### src/rtl/serial_subtractor.sv
// Bit-serial subtractor: diff = a - b, one bit per clock, LSB first.
// Ports: clk, rst (sync, active-high), start/a/b in; busy/done/diff/borrow/ovf out.
module serial_subtractor #(
    parameter int WIDTH = 8
) (
    input  logic             clk,
    input  logic             rst,
    input  logic             start,
    input  logic [WIDTH-1:0] a,
    input  logic [WIDTH-1:0] b,
    output logic             busy,
    output logic             done,
    output logic [WIDTH-1:0] diff,
    output logic             borrow,
    output logic             ovf
);

    localparam int CW = $clog2(WIDTH + 1);

    typedef enum logic [1:0] {
        IDLE  = 2'd0,
        SHIFT = 2'd1,
        DONE  = 2'd2
    } state_t;

    state_t           state_q, state_d;
    logic [WIDTH-1:0] sa_q, sb_q;
    logic [WIDTH-1:0] dsh_q, dsh_d;
    logic [CW-1:0]    cnt_q;
    logic             bff_q;
    logic             amsb_q, bmsb_q;
    logic [WIDTH-1:0] diff_q;
    logic             borrow_q, ovf_q;

    logic             bit_d, bit_bo, last;

    // Full-subtractor bit slice on the current LSBs plus the registered borrow.
    always_comb begin
        bit_d  = sa_q[0] ^ sb_q[0] ^ bff_q;
        bit_bo = (~sa_q[0] & sb_q[0]) | (~(sa_q[0] ^ sb_q[0]) & bff_q);
        last   = (cnt_q == CW'(WIDTH - 1));
        dsh_d  = {bit_d, dsh_q[WIDTH-1:1]};
    end

    always_comb begin
        state_d = state_q;
        unique case (state_q)
            IDLE:    if (start) state_d = SHIFT;
            SHIFT:   if (last) state_d = DONE;
            DONE:    state_d = IDLE;
            default: state_d = IDLE;
        endcase
    end

    always_ff @(posedge clk) begin
        if (rst) state_q <= IDLE;
        else     state_q <= state_d;
    end

    always_ff @(posedge clk) begin
        if (rst) begin
            sa_q     <= '0;
            sb_q     <= '0;
            dsh_q    <= '0;
            cnt_q    <= '0;
            bff_q    <= 1'b0;
            amsb_q   <= 1'b0;
            bmsb_q   <= 1'b0;
            diff_q   <= '0;
            borrow_q <= 1'b0;
            ovf_q    <= 1'b0;
        end else begin
            unique case (state_q)
                IDLE: begin
                    if (start) begin
                        sa_q   <= a;
                        sb_q   <= b;
                        amsb_q <= a[WIDTH-1];
                        bmsb_q <= b[WIDTH-1];
                        bff_q  <= 1'b0;
                        cnt_q  <= '0;
                    end
                end
                SHIFT: begin
                    sa_q  <= sa_q >> 1;
                    sb_q  <= sb_q >> 1;
                    dsh_q <= dsh_d;
                    bff_q <= bit_bo;
                    cnt_q <= cnt_q + CW'(1);
                    // Visible results change only here, as DONE is entered;
                    // the last serial bit is the result MSB.
                    if (last) begin
                        diff_q   <= dsh_d;
                        borrow_q <= bit_bo;
                        ovf_q    <= (amsb_q != bmsb_q) && (bit_d != amsb_q);
                    end
                end
                default: ;
            endcase
        end
    end

    assign busy   = (state_q == SHIFT);
    assign done   = (state_q == DONE);
    assign diff   = diff_q;
    assign borrow = borrow_q;
    assign ovf    = ovf_q;

endmodule

### config.mk
export PLATFORM = sky130hd
export DESIGN_NAME = serial_subtractor
export DESIGN_NICKNAME = d
export VERILOG_FILES = /design/src/rtl/serial_subtractor.sv
export SDC_FILE = /design/constraint.sdc
export NUM_CORES = 1
export LEC_CHECK = 0
export ABC_AREA = 1
export BUFFER_PORTS_ARGS = -buffer_cell sky130_fd_sc_hd__buf_4
export CAP_MARGIN = 30
export CORE_MARGIN = 5
export CORE_UTILIZATION = 30
export DETAILED_ROUTE_END_ITERATION = 7
export PLACE_DENSITY = 0.53
export REMOVE_ABC_BUFFERS = 1
export SYNTH_ARGS = -nofsm -noshare
export SYNTH_HDL_FRONTEND = slang
export SYNTH_SLANG_ARGS = --single-unit
### constraint.sdc
create_clock -name clk -period 3.5 [get_ports clk]
set_input_delay 0.35 -clock clk [delete_from_list [all_inputs] [get_ports clk]]
set_output_delay 0.35 -clock clk [all_outputs]
set_load 0.01 [all_outputs]
==> results.yml, run 1 <==
worst_setup_path:
  arrival_ns: 1.57
  required_ns: 3.15
  worstPathMaxFanout: 30
  start_kind: "register"
  critical_path_class: "register to output port"
  worstReg2RegEnd: "borrow$_SDFFE_PP0P_"
  rrSetupSlack_ns: 1.71
  worst-r2r-cell-count: 6
  reg2reg_from: "state_q[0]$_SDFFE_PP0P_"
  crit_path_end_kind: "output port"
drt:
  antenna_left: 0
  wl_mm: 3.715
  first_iter_violations: 60
  vias: 1538
  drtPass1Iterations: 4
  vias_per_cell: 4.382
  wl_per_cell_um: 10.58
  drc_errors: 0
synthesis:
  synth_warnings: 0
  synthFlopType: "dfxtp_1"
  synthesis.instances: 251
  synth_edf_count: 0
  async_flop_share: 0
  synth.avg_cell_area_um2: 7.228
  ys_ff_latch: 42
  synthDistinctLibCells: 22
  syn-cell-area_mm2: 0.001814
  ys_seq_area_frac: 0.4634
finish:
  fillers: 668
  final_common_cell: "nand2_1"
  layout-drive-gt1-share: 0.1775
  layout.nets: 297
  multi_input_area_um2: 830.8
  synthToLayoutAreaGrowth_pct: 16.62
  regArea_um2: 840.8
  layout_common_cells: "nand2_1, nor2_1, dfxtp_1"
  design_area_mm2: 0.002116
  antenna_cells: 0
placement:
  dp_hpwl_mm: 2.498
  placed_cell_area_mm2: 0.002039
  gp_congestion: 0.6861
  port_buffers: 30
clocking:
  ctsHoldBuffers: 0
  clock_path_buffers: 2
  clk_pin_slew_worst_paths_ns: 0.08
  clkLatencyLatePin_ns: 0.29
  ctsResizeCount: 0
  post_cts_buffers: 0
  htreeDepth: 2
  cts_buffers: 5
  clock_sinks: 42
  cts_tree: "done"
  cts_root_buf: "clkbuf_8"
sta:
  fin_skew_ns: 0.005312
  fin_crit_sh: 0.5494
  final.setup.tns_ns: 0
  tightestPinTransition_ns: 0.8911
  period_needed_ns: 1.923
  slew_headroom: 0.4053
  slew_violations: 0
  setup_viol: 0
  clock.fmax_mhz: 520.0
  rsz0062_at_grt: "no"
  final-hold-violation-count: 0
worst_hold_path:
  hp-class: "input pin to register"
  holdPathStages: 2
  hold_end: "bff_q$_SDFFE_PP0P_"
  worstHoldStart: "rst"
global_routing:
  overflow: 0
  antenna_found_initial: 0
  grt_pass1_vias: 1381
  grt_usage: 0.1056
  grt_max_degree: 35
  grt_pass1_wl_mm: 6.396
floorplan:
  coreArea_mm2: 0.005886
  initial_core_util: 0.3082
  die_area_mm2: 0.007703
  io_pins: 31
  num_rows: 28
  die_y_um: 87.77
  dieWidth_um: 87.77
power_and_ir_drop:
  switchingPower_uw: 244.9
  powerDensity_mw_per_mm2: 442.1
  power.leakage_uw: 0.0009642
  p_clk_frac: 0.315
  irDropWorstVdd_uv: 146.4
  seqPwrFrac: 0.557
  p_int_uw: 690.6
  combPwrFrac: 0.128
  p_sw_frac: 0.2618
flow_run:
  maxCapViolCount: 0
run_status:
  outcome: "finished, final reports clean"
==> logic make-up (layout without fill, tap and decap cells) <==
group,count (synthesis),in the layout,share of synthesized area
simple gates,148,148,0.3379
compound gates,34,34,0.1021
fa+ha+maj,2,2,0.01793
flops,42,42,0.4635
buf+inv,25,50,0.07861
==> worst max-delay path by stage <==
stage / start / endpoint / slack, ns / cells after the start
6_report: state_q[0]$_SDFFE_PP0P_ / busy / 1.58 / 3
5_1_grt: state_q[0]$_SDFFE_PP0P_ / busy / 1.44 / 3
4_1_cts: state_q[0]$_SDFFE_PP0P_ / busy / 1.54 / 3
3_5_place_dp: state_q[0]$_SDFFE_PP0P_ / diff[7]$_SDFFE_PP0P_ / 1.67 / 6
3_3_place_gp: state_q[0]$_SDFFE_PP0P_ / borrow$_SDFFE_PP0P_ / 1.73 / 6
2_1_floorplan: state_q[0]$_SDFFE_PP0P_ / borrow$_SDFFE_PP0P_ / 2.02 / 6
==> per-layer routing <==
layer  vias to the layer above  part of all wire  wire, µm  global-route usage
met4                         0             0.017        63             0.04603
met1                       671              0.51      1885              0.1441
met3                         8             0.047       174             0.03198
met5                         -                 0         0                   0
li1                        830                 -         -                   -
met2                        29              0.43      1591              0.1534
==> sequential cells by signal (all words and copies together), names as in the netlist <==
name / cells
diff: 8
sa_q: 8
sb_q: 8
dsh_q: 7
cnt_q: 4
state_q: 2
amsb_q: 1
bff_q: 1
bmsb_q: 1
borrow: 1
ovf: 1
==> final cells by class <==
class                      instances  share of cell area
sequential                        42              0.3974
multi-input combinational        184              0.3927
timing repair buffer              30              0.1064
tap                               75             0.04435
clock buffer                       7             0.03607
inverter                          13             0.02306
==> through the flow <==
step | cells | hold WS (ns) | util | power, µW | setup WS, ns
detailed placement | 344 | 0.4504 | 0.3465 | 654.8 | 1.672
CTS | 351 | 0.2934 | 0.3595 | 949.6 | 1.539
global placement | 344 | 0.4499 | 0.3465 | 654.8 | 1.729
finish | 351 | 0.2997 | 0.3595 | 935.5 | 1.577
floorplan | 239 | 0.4124 | - | 610.0 | 2.019
global route | 351 | 0.2964 | 0.3595 | 993.6 | 1.443
==> power by group through the flow <==
stage | clock, µW | combinational [µW] | sequential [µW]
finish | 295 | 119 | 521
global placement | 0 | 122 | 533
floorplan | 0 | 81.0 | 529
global route | 329 | 139 | 526
CTS | 306 | 122 | 522
detailed placement | 0 | 122 | 533
==> cells in the mapped netlist, types with 2 or more instances <==
cell type / number / area (µm²)
dfxtp_1: 42 / 840.8
a21oi_2: 3 / 26.28
nand2_1: 76 / 285.3
buf_2: 5 / 25.02
o21ai_0: 21 / 105.1
inv_1: 12 / 45.04
nand3b_1: 3 / 22.52
a21oi_1: 8 / 40.04
buf_6: 2 / 22.52
buf_4: 3 / 22.52
nor2_1: 49 / 183.9
nor2_4: 2 / 22.52
nand2_2: 6 / 37.54
nand3_1: 11 / 55.05
==> worst max-delay path, stage by stage (launching register included) <==
cell     delay, ns
dfxtp_1       0.43
inv_2         0.07
nor2_4        0.53
buf_4         0.24
Power figures use the tool's default switching activity.
==> inputs of run 2 (changes only) <==
--- a/config.mk
+++ b/config.mk
@@ -5,7 +5,7 @@
 export SDC_FILE = /design/constraint.sdc
 export NUM_CORES = 1
 export LEC_CHECK = 0
-export ABC_AREA = 1
+export ABC_AREA = 0
 export BUFFER_PORTS_ARGS = -buffer_cell sky130_fd_sc_hd__buf_4
 export CAP_MARGIN = 30
 export CORE_MARGIN = 5
==> constraint.sdc (replaced) <==
create_clock -name clk -period 1.97 [get_ports clk]
set_input_delay 0.197 -clock clk [delete_from_list [all_inputs] [get_ports clk]]
set_output_delay 0.197 -clock clk [all_outputs]
set_load 0.01 [all_outputs]
==> results.yml, run 2 <==
run_status:
  outcome: "finished, final reports clean"
global_routing:
  overflow: 0
  antenna_found_initial: 0
  grt_pass1_vias: 1506
  grt_pass1_wl_mm: 7.500
  grt_max_degree: 44
  grt_usage: 0.1103
synthesis:
  synth_edf_count: 0
  synthesis.instances: 235
  yosys-top-cells-area: "dfxtp_1, a21oi_1, nor2_1"
  synthFlopType: "dfxtp_1"
  yosysMostFrequentCell: "a21oi_1"
  netlist.area_leader.share: 0.4313
  ys_seq_area_frac: 0.4313
  synth_commonest_cells: "a21oi_1, dfxtp_1, nor2_1"
  syn-cell-area_mm2: 0.001949
  async_flop_share: 0
  synth_top_cell_by_area: "dfxtp_1"
  synth.avg_cell_area_um2: 8.295
  synthDistinctLibCells: 37
  synth_warnings: 0
  ys_ff_latch: 42
worst_setup_path:
  required_ns: 1.77
  slowest_stage: "inv_1"
  start_kind: "register"
  worst-r2r-cell-count: 4
  cp.depth: 3
  worstPathMaxFanout: 20
  critical_path_class: "register to output port"
  critical-path-top-delay-family: "buffers and inverters"
  max_stage_delay_ns: 0.45
  crit_path_end_kind: "output port"
  crit_buf_inv: 2
  path_cells: "nand2b_4 -> inv_1 -> buf_4"
  arrival_ns: 1.47
power_and_ir_drop:
  power.leakage_uw: 0.0008645
  powerDensity_mw_per_mm2: 730.8
  irDropWorstVdd_uv: 286.4
clocking:
  clk_pin_slew_worst_paths_ns: 0.08
  clock_sinks: 42
  ctsResizeCount: 0
  clkLatencyLatePin_ns: 0.29
  cts_buffers: 5
  cts_tree: "done"
  ctsHoldBuffers: 0
  post_cts_buffers: 0
  cts_root_buf: "clkbuf_8"
  htreeDepth: 2
  clock_path_buffers: 2
sta:
  tightestPinTransition_ns: 0.5786
  final-hold-violation-count: 0
  period_needed_ns: 1.666
  slew_violations: 0
  fin_crit_sh: 0.8459
  final.setup.tns_ns: 0
  rsz0062_at_grt: "no"
  slew_headroom: 0.6139
  fin_skew_ns: 0.004939
  setup_viol: 0
  clock.fmax_mhz: 600.1
floorplan:
  dieWidth_um: 90.61
  num_rows: 29
  initial_core_util: 0.3070
  die_y_um: 90.61
  io_pins: 31
  coreArea_mm2: 0.006350
  die_area_mm2: 0.008210
finish:
  layout.nets: 277
  design_area_mm2: 0.002258
  layout_common_cells: "a21oi_1, dfxtp_1, buf_4"
  synthToLayoutAreaGrowth_pct: 15.85
  regArea_um2: 840.8
  multi_input_area_um2: 944.7
  fillers: 664
  final_common_cell: "a21oi_1"
  layout-drive-gt1-share: 0.1914
  antenna_cells: 0
worst_hold_path:
  hp-class: "input pin to register"
  holdPathStages: 3
drt:
  wl_per_cell_um: 13.23
  wl_mm: 4.406
  antenna_left: 0
  drc_errors: 0
  first_iter_violations: 81
  vias_per_cell: 4.955
  drtPass1Iterations: 4
  vias: 1650
placement:
  placed_cell_area_mm2: 0.002182
  gp_congestion: 0.6949
  dp_hpwl_mm: 2.807
  port_buffers: 30
flow_run:
  maxCapViolCount: 0
[run 2: final cells by class]
class,instances,share of cell area
inverters,12,0.01994
flip-flops and latches,42,0.3723
well taps,77,0.04266
repair buffers,34,0.1130
multi-input cells,161,0.4183
clock buffers,7,0.03379
[run 2: worst paths after layout]
path,to,slack (ns),startpoint
min reg2reg,dsh_q[2]$_SDFFE_PP0P_,0.47,dsh_q[3]$_SDFFE_PP0P_
min,amsb_q$_SDFFE_PP0P_,0.16,a[7]
max,busy,0.30,state_q[1]$_SDFFE_PP0P_
max reg2reg,ovf$_SDFFE_PP0P_,0.49,cnt_q[0]$_SDFFE_PP0P_
[run 2: layer usage]
metal	GRT usage	share of wire	up-vias
met2	0.1701	0.45	25
met4	0.04467	0.019	0
met1	0.1463	0.50	760
met3	0.02750	0.030	6
met5	0	0	-
li1	-	-	859
[run 2: power by group]
group | internal (µW) | total (µW) | switching (µW) | leakage [µW]
clock network | 244 | 526 | 281 | 0.0000383
registers | 886 | 914 | 27.3 | 0.000343
logic | 96.1 | 211 | 115 | 0.000483
[run 2: logic make-up after synthesis]
family,count (synthesis),share of synthesized area
buffers and inverters,32,0.08408
AND/OR/NAND/NOR,82,0.2067
AO/OA/AOI/OAI,77,0.2612
flip-flops,42,0.4313
adder cells (fa/ha/maj),2,0.01669
[run 2: worst register-to-register path, stage by stage (launching register included)]
cell	delay (ns)
dfxtp_1	0.38
ha_1	0.21
and3b_1	0.44
a21oi_1	0.16
a211oi_2	0.22
[run 2: stage by stage]
| stage | worst slack [ns] | total power, µW | hold WS, ns | util | cells |
|---|---|---|---|---|---|
| 6_report | 0.3036 | 1650 | 0.1641 | 0.3557 | 333 |
| 4_1_cts | 0.3039 | 1675 | 0.1536 | 0.3557 | 333 |
| 3_3_place_gp | 0.5352 | 1144 | 0.4471 | 0.3436 | 326 |
| 2_1_floorplan | 0.06450 | 1054 | 0.2616 | - | 215 |
| 3_5_place_dp | 0.5038 | 1146 | 0.4638 | 0.3436 | 326 |
| 5_1_grt | 0.2002 | 1746 | 0.1623 | 0.3557 | 333 |
==> inputs of run 3 (changes only) <==
--- a/config.mk
+++ b/config.mk
@@ -11,7 +11,7 @@
 export CORE_MARGIN = 5
 export CORE_UTILIZATION = 30
 export DETAILED_ROUTE_END_ITERATION = 7
-export PLACE_DENSITY = 0.53
+export PLACE_DENSITY = 0.54
 export REMOVE_ABC_BUFFERS = 1
 export SYNTH_ARGS = -nofsm -noshare
 export SYNTH_HDL_FRONTEND = slang
==> constraint.sdc (replaced) <==
create_clock -name clk -period 1.45 [get_ports clk]
set_input_delay 0.145 -clock clk [delete_from_list [all_inputs] [get_ports clk]]
set_output_delay 0.145 -clock clk [all_outputs]
set_load 0.01 [all_outputs]
==> results.yml, run 3 (synthesis gave the netlist of run 2 again) <==
power_and_ir_drop:
  p_clk_frac: 0.427
  irDropWorstVdd_uv: 390.8
  powerDensity_mw_per_mm2: 1121
  p_int_uw: 2087
  power.leakage_uw: 0.0009424
  p_sw_frac: 0.2300
  seqPwrFrac: 0.457
  switchingPower_uw: 623.3
  combPwrFrac: 0.116
sta:
  fin_ws_ns: 0.07028
  fin_crit_sh: 0.9515
  period_needed_ns: 1.380
  fin_skew_ns: 0.01041
  tightestPinTransition_ns: 0.4637
  final-hold-violation-count: 0
  hold_slack_ns: 0.1012
  setup_viol: 0
  slew_violations: 0
  final.setup.tns_ns: 0
  slew_headroom: 0.6909
  clock.fmax_mhz: 724.8
placement:
  gp_congestion: 0.7211
  port_buffers: 30
  placed_cell_area_mm2: 0.002242
  dp_hpwl_mm: 2.986
  pre_cts_slack_ns: 0.01081
finish:
  multi_input_area_um2: 949.7
  regArea_um2: 847.1
  fillers: 642
  layout.nets: 287
  synthToLayoutAreaGrowth_pct: 24.07
  layout_common_cells: "buf_4, a21oi_1, dfxtp_1"
  final_common_cell: "buf_4"
  layout-drive-gt1-share: 0.2547
  antenna_cells: 0
  design_area_mm2: 0.002419
drt:
  antenna_left: 0
  routed.top_layer: "met4"
  vias_per_cell: 4.962
  vias: 1707
  wl_met3_um: 138
  drc_errors: 0
  met1_length_mm: 2.117
  dr_wl_met2_mm: 2.174
  wl_per_cell_um: 13.13
  drtPass1Iterations: 4
  first_iter_violations: 63
  wl_mm: 4.516
worst_setup_path:
  critical_path_class: "register to register"
  max_stage_delay_ns: 0.59
  worstPathMaxFanout: 3
  crit_path_end_kind: "register"
  path_cells: "fa_1 -> and3b_1 -> a21oi_2 -> a211oi_2"
  arrival_ns: 1.61
  slowest_stage: "fa_1"
  required_ns: 1.68
  start_kind: "register"
floorplan:
  initial_core_util: 0.3070
  coreArea_mm2: 0.006350
  die_area_mm2: 0.008210
  die_y_um: 90.61
  num_rows: 29
  io_pins: 31
  dieWidth_um: 90.61
global_routing:
  grt_pass1_wl_mm: 7.817
  grt_pass1_vias: 1684
  antenna_found_initial: 0
  grt_usage: 0.1150
  grt_max_degree: 44
  overflow: 0
worst_hold_path:
  hp-class: "input pin to register"
flow_run:
  maxCapViolCount: 0
clocking:
  htreeDepth: 2
  clk_pin_slew_worst_paths_ns: 0.09
  ctsHoldBuffers: 0
  clock_path_buffers: 2
  cts_tree: "done"
  clkLatencyLatePin_ns: 0.30
  cts_root_buf: "clkbuf_8"
  cts_buffers: 5
  clock_sinks: 42
run_status:
  outcome: "finished, final reports clean"
## run 3: path summary, 6_finish.rpt
check / from / endpoint / slack (ns) / cells after the start
setup reg to reg: sa_q[0]$_SDFFE_PP0P_ / ovf$_SDFFE_PP0P_ / 0.07 / 4
setup / recovery: sa_q[0]$_SDFFE_PP0P_ / ovf$_SDFFE_PP0P_ / 0.07 / 4
hold reg to reg: dsh_q[1]$_SDFFE_PP0P_ / dsh_q[1]$_SDFFE_PP0P_ / 0.46 / 2
hold / removal: a[7] / amsb_q$_SDFFE_PP0P_ / 0.10 / 3
## run 3: per-stage QoR
| stage | cells | utilization | total power (µW) |
|---|---|---|---|
| floorplan | 215 | - | 1432 |
| CTS | 344 | 0.3787 | 2733 |
| global placement | 334 | 0.3531 | 1568 |
| finish | 344 | 0.3809 | 2710 |
| global route | 344 | 0.3809 | 2839 |
| detailed placement | 334 | 0.3531 | 1572 |
## run 3: power groups by stage
stage | sequential [µW] | clock [µW] | combinational, µW
floorplan | 1270 | 0 | 164
global placement | 1270 | 0 | 301
detailed placement | 1270 | 0 | 305
CTS | 1240 | 1180 | 314
global route | 1250 | 1240 | 354
finish | 1240 | 1160 | 314
## run 3: timing repair
item,CTS,global route
gates resized for setup,2,6
pin swaps,0,3
setup buffers,2,0
setup endpoints to repair,1,8
## run 3: metal layers
layer / vias to the layer above / track usage
met2: 23 / 0.1846
met3: 6 / 0.03083
met1: 797 / 0.1444
li1: 881 / -
met5: - / 0
met4: 0 / 0.04839
## run 3: layout make-up
class                   count  area share
repair buffers             44      0.1381
inverters                  12     0.02018
multi-input cells         161      0.3927
clock buffers               6     0.03414
clock inverters             2     0.02483
well taps                  77     0.03983
flip-flops and latches     42      0.3502
## run 3: critical path: cells and delay by family (launching register included)
family	cells	cell delay, ns
adders and majority gates	1	0.59
DFF	1	0.35
AOI/OAI and AO/OA	2	0.20
and+or+nand+nor	1	0.18
